<file path="config.mk">
export PLATFORM = sky130hd
export DESIGN_NAME = player_input_decoder
export DESIGN_NICKNAME = d
export VERILOG_FILES = /design/src/rtl/player_input_decoder.sv
export SDC_FILE = /design/constraint.sdc
export NUM_CORES = 1
export LEC_CHECK = 0
export ABC_CLOCK_PERIOD_IN_PS = 2330
export BUFFER_PORTS_ARGS = -buffer_cell sky130_fd_sc_hd__buf_2
export CAP_MARGIN = 10
export CORE_MARGIN = 2
export CORE_UTILIZATION = 55
export CTS_CLUSTER_SIZE = 30
export DETAILED_ROUTE_END_ITERATION = 10
export HOLD_SLACK_MARGIN = 0.1
export PLACE_DENSITY = 0.72
export SETUP_SLACK_MARGIN = 0.02
export SLEW_MARGIN = 20
export SYNTH_ARGS = -nofsm -noshare
export SYNTH_HDL_FRONTEND = slang
export SYNTH_SLANG_ARGS = --single-unit
</file>
<file path="constraint.sdc">
create_clock -name i_clk -period 2.33 [get_ports i_clk]
set_input_delay 0.233 -clock i_clk [delete_from_list [all_inputs] [get_ports i_clk]]
set_output_delay 0.233 -clock i_clk [all_outputs]
set_load 0.01 [all_outputs]
</file>
<file path="src/rtl/player_input_decoder.sv">
// player_input_decoder
//
// Turns a PS/2 scan-code set 2 byte stream into eight held-key action flags
// for the physics block. Keys are tracked as make/break state internally. The
// visible flags are a snapshot of that state taken only on the 60 Hz frame
// strobe, so each physics frame sees one consistent input set.
//
// Parameters:
//   SYNC_STAGES    - flop depth of the ps2_clk / ps2_data synchronizers (>= 2)
//   TIMEOUT_CYCLES - clk cycles without a ps2_clk fall before a partial frame is dropped
//
// Ports:
//   i_clk, i_rst             - system clock, async active-high reset
//   i_ps2_clk, i_ps2_data    - raw asynchronous PS/2 pins
//   i_en                     - one-cycle frame strobe (snapshot load)
//   o_p1_* / o_p2_*          - registered action flags
//   o_key_event              - one-cycle pulse when a mapped key changes held state
//   o_frame_err              - one-cycle pulse on start/parity/stop/timeout error
module player_input_decoder #(
    parameter int unsigned SYNC_STAGES    = 2,
    parameter int unsigned TIMEOUT_CYCLES = 100000
) (
    input  logic i_clk,
    input  logic i_rst,
    input  logic i_ps2_clk,
    input  logic i_ps2_data,
    input  logic i_en,
    output logic o_p1_move_left,
    output logic o_p1_move_right,
    output logic o_p1_jump,
    output logic o_p1_smash,
    output logic o_p2_move_left,
    output logic o_p2_move_right,
    output logic o_p2_jump,
    output logic o_p2_smash,
    output logic o_key_event,
    output logic o_frame_err
);

    localparam int unsigned TW = $clog2(TIMEOUT_CYCLES + 1);

    typedef enum logic [1:0] {
        StIdle,
        StData,
        StParity,
        StStop
    } rx_state_e;

    // Key index order: 0..3 = P1 left/right/jump/smash, 4..7 = P2 left/right/jump/smash
    logic [SYNC_STAGES-1:0] r_clk_sync;
    logic [SYNC_STAGES-1:0] r_data_sync;
    logic                   r_clk_prev;

    rx_state_e r_state,   w_state_d;
    logic [2:0] r_bit_cnt, w_bit_cnt_d;
    logic [7:0] r_shift,   w_shift_d;
    logic       r_parity,  w_parity_d;
    logic [TW-1:0] r_timeout, w_timeout_d;

    logic [7:0] r_key_state, w_key_state_d;
    logic       r_ext,       w_ext_d;
    logic       r_brk,       w_brk_d;
    logic       r_key_event, w_key_event_d;
    logic       r_frame_err;
    logic [7:0] r_out,       w_out_d;

    logic w_clk_s;
    logic w_data_s;
    logic w_fall;
    logic w_byte_ok;
    logic w_err;
    logic w_hit;
    logic [2:0] w_idx;

    // ---------------------------------------------------------------------
    // Synchronizers and falling-edge detect. Reset to the idle bus level so a
    // released reset with the pins high does not fake an edge.
    // ---------------------------------------------------------------------
    always_ff @(posedge i_clk or posedge i_rst) begin
        if (i_rst) begin
            r_clk_sync  <= '1;
            r_data_sync <= '1;
            r_clk_prev  <= 1'b1;
        end else begin
            r_clk_sync  <= {r_clk_sync[SYNC_STAGES-2:0], i_ps2_clk};
            r_data_sync <= {r_data_sync[SYNC_STAGES-2:0], i_ps2_data};
            r_clk_prev  <= w_clk_s;
        end
    end

    assign w_clk_s  = r_clk_sync[SYNC_STAGES-1];
    assign w_data_s = r_data_sync[SYNC_STAGES-1];
    assign w_fall   = r_clk_prev & ~w_clk_s;

    // ---------------------------------------------------------------------
    // Frame receiver
    // ---------------------------------------------------------------------
    always_ff @(posedge i_clk or posedge i_rst) begin
        if (i_rst) begin
            r_state   <= StIdle;
            r_bit_cnt <= '0;
            r_shift   <= '0;
            r_parity  <= 1'b0;
            r_timeout <= '0;
        end else begin
            r_state   <= w_state_d;
            r_bit_cnt <= w_bit_cnt_d;
            r_shift   <= w_shift_d;
            r_parity  <= w_parity_d;
            r_timeout <= w_timeout_d;
        end
    end

    always_comb begin
        w_state_d   = r_state;
        w_bit_cnt_d = r_bit_cnt;
        w_shift_d   = r_shift;
        w_parity_d  = r_parity;
        w_timeout_d = r_timeout;
        w_byte_ok   = 1'b0;
        w_err       = 1'b0;

        if (r_state == StIdle || w_fall) begin
            w_timeout_d = '0;
        end else begin
            w_timeout_d = r_timeout + TW'(1);
        end

        case (r_state)
            StIdle: begin
                if (w_fall) begin
                    if (!w_data_s) begin
                        w_state_d   = StData;
                        w_bit_cnt_d = '0;
                    end else begin
                        w_err = 1'b1;
                    end
                end
            end
            StData: begin
                if (w_fall) begin
                    w_shift_d   = {w_data_s, r_shift[7:1]};
                    w_bit_cnt_d = r_bit_cnt + 3'd1;
                    if (r_bit_cnt == 3'd7) begin
                        w_state_d = StParity;
                    end
                end
            end
            StParity: begin
                if (w_fall) begin
                    w_parity_d = w_data_s;
                    w_state_d  = StStop;
                end
            end
            StStop: begin
                if (w_fall) begin
                    // Odd parity over data + parity bit, and stop bit must be 1.
                    if (w_data_s && (^{r_parity, r_shift})) begin
                        w_byte_ok = 1'b1;
                    end else begin
                        w_err = 1'b1;
                    end
                    w_state_d = StIdle;
                end
            end
            default: w_state_d = StIdle;
        endcase

        // Abandon a stalled partial frame.
        if (r_state != StIdle && !w_fall && r_timeout == TW'(TIMEOUT_CYCLES - 1)) begin
            w_state_d   = StIdle;
            w_timeout_d = '0;
            w_err       = 1'b1;
        end
    end

    // ---------------------------------------------------------------------
    // Scan-code decoder. At the stop bit r_shift holds the completed byte.
    // ---------------------------------------------------------------------
    always_comb begin
        w_hit = 1'b1;
        w_idx = 3'd0;
        case ({r_ext, r_shift})
            9'h01C:  w_idx = 3'd0;
            9'h023:  w_idx = 3'd1;
            9'h01D:  w_idx = 3'd2;
            9'h01B:  w_idx = 3'd3;
            9'h16B:  w_idx = 3'd4;
            9'h174:  w_idx = 3'd5;
            9'h175:  w_idx = 3'd6;
            9'h172:  w_idx = 3'd7;
            default: w_hit = 1'b0;
        endcase
    end

    always_comb begin
        w_key_state_d = r_key_state;
        w_ext_d       = r_ext;
        w_brk_d       = r_brk;
        w_key_event_d = 1'b0;

        if (w_err) begin
            w_ext_d = 1'b0;
            w_brk_d = 1'b0;
        end else if (w_byte_ok) begin
            if (r_shift == 8'hE0) begin
                w_ext_d = 1'b1;
            end else if (r_shift == 8'hF0) begin
                w_brk_d = 1'b1;
            end else begin
                // Only a real change of held state counts; typematic repeats
                // and orphan breaks fall through silently.
                if (w_hit && (r_key_state[w_idx] == r_brk)) begin
                    w_key_state_d[w_idx] = ~r_brk;
                    w_key_event_d        = 1'b1;
                end
                w_ext_d = 1'b0;
                w_brk_d = 1'b0;
            end
        end
    end

    // Snapshot: a held left+right pair cancels that player's movement.
    always_comb begin
        w_out_d = r_out;
        if (i_en) begin
            w_out_d = r_key_state;
            if (r_key_state[0] && r_key_state[1]) begin
                w_out_d[1:0] = 2'b00;
            end
            if (r_key_state[4] && r_key_state[5]) begin
                w_out_d[5:4] = 2'b00;
            end
        end
    end

    always_ff @(posedge i_clk or posedge i_rst) begin
        if (i_rst) begin
            r_key_state <= '0;
            r_ext       <= 1'b0;
            r_brk       <= 1'b0;
            r_key_event <= 1'b0;
            r_frame_err <= 1'b0;
            r_out       <= '0;
        end else begin
            r_key_state <= w_key_state_d;
            r_ext       <= w_ext_d;
            r_brk       <= w_brk_d;
            r_key_event <= w_key_event_d;
            r_frame_err <= w_err;
            r_out       <= w_out_d;
        end
    end

    assign o_p1_move_left  = r_out[0];
    assign o_p1_move_right = r_out[1];
    assign o_p1_jump       = r_out[2];
    assign o_p1_smash      = r_out[3];
    assign o_p2_move_left  = r_out[4];
    assign o_p2_move_right = r_out[5];
    assign o_p2_jump       = r_out[6];
    assign o_p2_smash      = r_out[7];
    assign o_key_event     = r_key_event;
    assign o_frame_err     = r_frame_err;

endmodule

</file>
==> impl_metrics.toml <==
[cts]
cts-htree-levels = 2
clk_path_buf_depth = 2
cts_tree = "done"
clock-sinks = 56
path_clk_slew_ns = 0.10
clkLatencyLatePin_ns = 0.31
cts_root_buffer = "sky130_fd_sc_hd__clkbuf_8"
numCtsBuffers = 5

[sta]
finalHoldViolations = 0
rsz_0062_raised_after_global_routing = "yes"
finalSetupViolCount = 10
worst_slew_pin_slew_ns = 0.686
post-route-period-util_pct = 107
final.setup_skew_ns = 0.00966
fmax_mhz = 400
layout_setup_ws_ns = -0.171
relSlewSlack_pct = 54.2
final.min_clock_period_ns = 2.50
timing_max_transition_violations_final = 0

[grt]
grt.busiest_layer = "met2"
antenna_found_initial = 0
grt_util_all_layers_pct = 20.1
globalRouteMet1Util_pct = 26.8
gr-total-overflow = 0
met2_resource_use_gr_pct = 34.4
grt_pass1_vias = 2235
first_pass_grt_wire_length_mm = 10.1
largest_net_degree_at_the_start_of_global_routing = 57
use_met3_pct = 3.41

[synthesis]
postSynth.asyncResetShare_pct = 100
syn_avg_cell_area_sq_um = 10.5
syn_nets = 321
netlist_top_cells_count = "sky130_fd_sc_hd__dfrtp_1, sky130_fd_sc_hd__nor2_1, sky130_fd_sc_hd__nand2_1"
area_of_the_mapped_netlist_sq_um = 3110
netlist-cell-type-count = 51
ys.flop_type = "sky130_fd_sc_hd__dfrtp_1"
synthesis.instances = 295
cell_types_with_the_largest_area_share_after_synthesis = "sky130_fd_sc_hd__dfrtp_1, sky130_fd_sc_hd__ha_1, sky130_fd_sc_hd__dfstp_2"
yosys.area.top_type = "sky130_fd_sc_hd__dfrtp_1"
synth_top_area_share_pct = 41.1
ys_seq_elements = 56
ys_warn_count = 0
yosysSeqAreaShare_pct = 45.3
synth_edf_count = 0
synth.most_common_cell = "sky130_fd_sc_hd__dfrtp_1"

[floorplan]
die_area_sq_um = 6270
core_sq_um = 5470
die_w_microns = 79.2
io_pins = 15
start_util_pct = 56.8
die_height_microns = 79.2
row_count = 27

[placement]
io_buffers = 14
last_weighted_congestion_value_of_the_routability_driven_placer = 0.851
detailed_place_hpwl_mm = 3.94

[setup_path]
wp_data_required_ns = 2.51
critical_path_at_ns = 2.68
ff2ff_path_depth = 9
reg2reg_to = "r_key_state[7]"
timing.critical_path.to_type = "flip-flop"
timing.setup.critical_path_class = "flip-flop to flip-flop"
critical_path.max_stage_delay_ns = 0.42
setup.worst_path.start_class = "flip-flop"
crit_path_cell_trace = "inv_2, ha_4, xnor3_1, xnor2_2, nor3_2, a21bo_4, nor3b_4, nor2b_4, a221oi_2"
worst_reg2reg_path_startpoint = "r_shift[2]"
critical_path.slowest_cell = "sky130_fd_sc_hd__xnor3_1"
regToRegSetupSlack_ns = -0.17
critPathMaxFanout = 5

[finish]
fillers = 442
layout.core_utilization_pct = 67.5
layout-area-overhead-vs-synth_pct = 18.8
multiInputGateArea_sq_um = 1670
insertedDiodeCount = 0
final_layout_size_suffix_gt1_share_pct = 30.7
nets = 370
sequential_cell_area_sq_um = 1410

[detailed_routing]
routed_wirelength_mm = 5.79
vias_per_cell = 5.40
postRouteAntennaNets = 0
avgRoutedWirePerCell_microns = 13.9
route.detailed.drc = 0
dr_total_vias = 2251
detailedRoute.firstPassIterationCount = 4
dr.first_iter.drc_count = 129

[outcome]
outcome = "finished, violations left"
failed_checks = "setup timing"

[pwr]
static-leakage-power_nw = 1.69
irDropWorstVdd_v = 0.000576
total_switching_power_mw = 0.986
power.density_nw_per_um2 = 803
power_frac_comb_pct = 38.4
pwr_total_mw = 2.96
switching_share_pct = 33.3
intPower_mw = 1.98
clockPowerShare_pct = 21.5
seq_power_share_pct = 40.1

[flow_run]
maxCapViolations = 0

[min_path]
worstHoldPathType = "input port to async pin"
==> through the flow <==
stage	hold WS, ns	area, sq um	setup slack, ns	cells	TNS (ns)
after floorplan	0.237	3110	-0.000332	295	-0.000332
after global routing	0.168	3690	-0.325	417	-2.77
after detailed placement	0.340	3370	-0.176	394	-1.40
after CTS	0.121	3680	-0.161	416	-1.02
final	0.104	3690	-0.171	417	-1.15
after global placement	0.338	3370	-0.0973	394	-0.765
==> cells by family after synthesis <==
| logic type | synth area share [%] |
|---|---|
| fa+ha+maj | 8.46 |
| flops | 45.3 |
| mux | 2.50 |
| buf+inv | 4.19 |
| compound gates | 14.7 |
| simple gates | 19.3 |
| xor+xnor | 5.52 |
==> placed cells by master, fill, tap and decap left out, types with 3 or more instances in the layout <==
master                     Yosys  final
sky130_fd_sc_hd__a221oi_2      8      8
sky130_fd_sc_hd__o21ai_0      18     17
sky130_fd_sc_hd__inv_2         0      5
sky130_fd_sc_hd__xor2_1       11     11
sky130_fd_sc_hd__and3_1        5      5
sky130_fd_sc_hd__a21oi_1       3      3
sky130_fd_sc_hd__nor2b_1       5      5
sky130_fd_sc_hd__and2_1        6      6
sky130_fd_sc_hd__dfrtp_1      51     51
sky130_fd_sc_hd__buf_4         0     32
sky130_fd_sc_hd__ha_1         21     15
sky130_fd_sc_hd__inv_1        20     15
sky130_fd_sc_hd__dfstp_2       5      5
sky130_fd_sc_hd__ha_4          0      5
sky130_fd_sc_hd__nand2_1      27     27
sky130_fd_sc_hd__clkbuf_8      1      5
sky130_fd_sc_hd__nand2b_1      3      3
sky130_fd_sc_hd__a31oi_1       8      8
sky130_fd_sc_hd__xnor2_1       6      5
sky130_fd_sc_hd__mux2_2        6      6
sky130_fd_sc_hd__nor3_1        3      3
sky130_fd_sc_hd__nor2_1       29     29
sky130_fd_sc_hd__a31o_2        4      4
sky130_fd_sc_hd__buf_2         0     15
sky130_fd_sc_hd__nand3_1      10     10
==> registers in the layout, summed over array words and instances, names as in the netlist, 2 cells and up <==
signal	flops
r_key_state	8
r_bit_cnt	3
r_timeout	17
r_data_sync	2
r_state	2
r_clk_sync	2
r_shift	8
r_out	8
==> critical path, delay by kind of cell (launching register included) <==
family	cells	cell delay [ns]
buffers and inverters	1	0.06
AO/OA/AOI/OAI	2	0.37
XOR/XNOR	2	0.58
flip-flops	1	0.37
adder cells (fa/ha/maj)	1	0.25
AND/OR/NAND/NOR	3	0.74
==> layer usage <==
| metal | wire, microns | vias to the layer above | share of wire (%) |
|---|---|---|---|
| li1 | - | 1126 | - |
| met1 | 2740 | 1091 | 47 |
| met2 | 2860 | 27 | 49 |
| met3 | 139 | 7 | 2.4 |
| met4 | 50 | 0 | 0.86 |
| met5 | 0 | - | 0 |
==> cell type report <==
type	count	area share, %
tap	72	2.44
timing repair buffer	50	9.39
sequential	56	38.1
clock buffer	6	1.97
clock inverter	2	0.949
inverter	20	2.03
multi-input combinational	211	45.1
==> power groups by stage <==
| stage | logic, mW | clock network (mW) | registers, mW |
|---|---|---|---|
| 3_3_place_gp | 0.931 | 0 | 1.20 |
| 4_1_cts | 1.14 | 0.656 | 1.19 |
| 3_5_place_dp | 0.949 | 0 | 1.21 |
| 6_report | 1.14 | 0.637 | 1.19 |
| 5_1_grt | 1.27 | 0.693 | 1.20 |
| 2_1_floorplan | 0.664 | 0 | 1.20 |
==> worst max-delay path by stage <==
| stage | cells past startpoint | endpoint | startpoint | slack (ns) |
|---|---|---|---|---|
| 2_1_floorplan | 9 | r_key_state[3] | r_shift[2] | -0.0003 |
| 3_3_place_gp | 9 | r_key_state[1] | r_shift[1] | -0.1 |
| 3_5_place_dp | 9 | r_key_state[3] | r_shift[1] | -0.18 |
| 4_1_cts | 9 | r_key_state[3] | r_shift[2] | -0.16 |
| 5_1_grt | 9 | r_key_state[3] | r_shift[3] | -0.33 |
| 6_report | 9 | r_key_state[7] | r_shift[2] | -0.17 |
==> timing repair <==
item                                    in CTS  in global routing
hold buffers                                 2                  0
cloned                                       1                  0
endpoints found under the setup margin       9                 10
resized for setup                           21                  0
hold endpoints to repair                     2                  0
pin swaps                                   11                  4
setup buffers                               11                  1
Note: power is estimated with default switching activity, not from simulation.
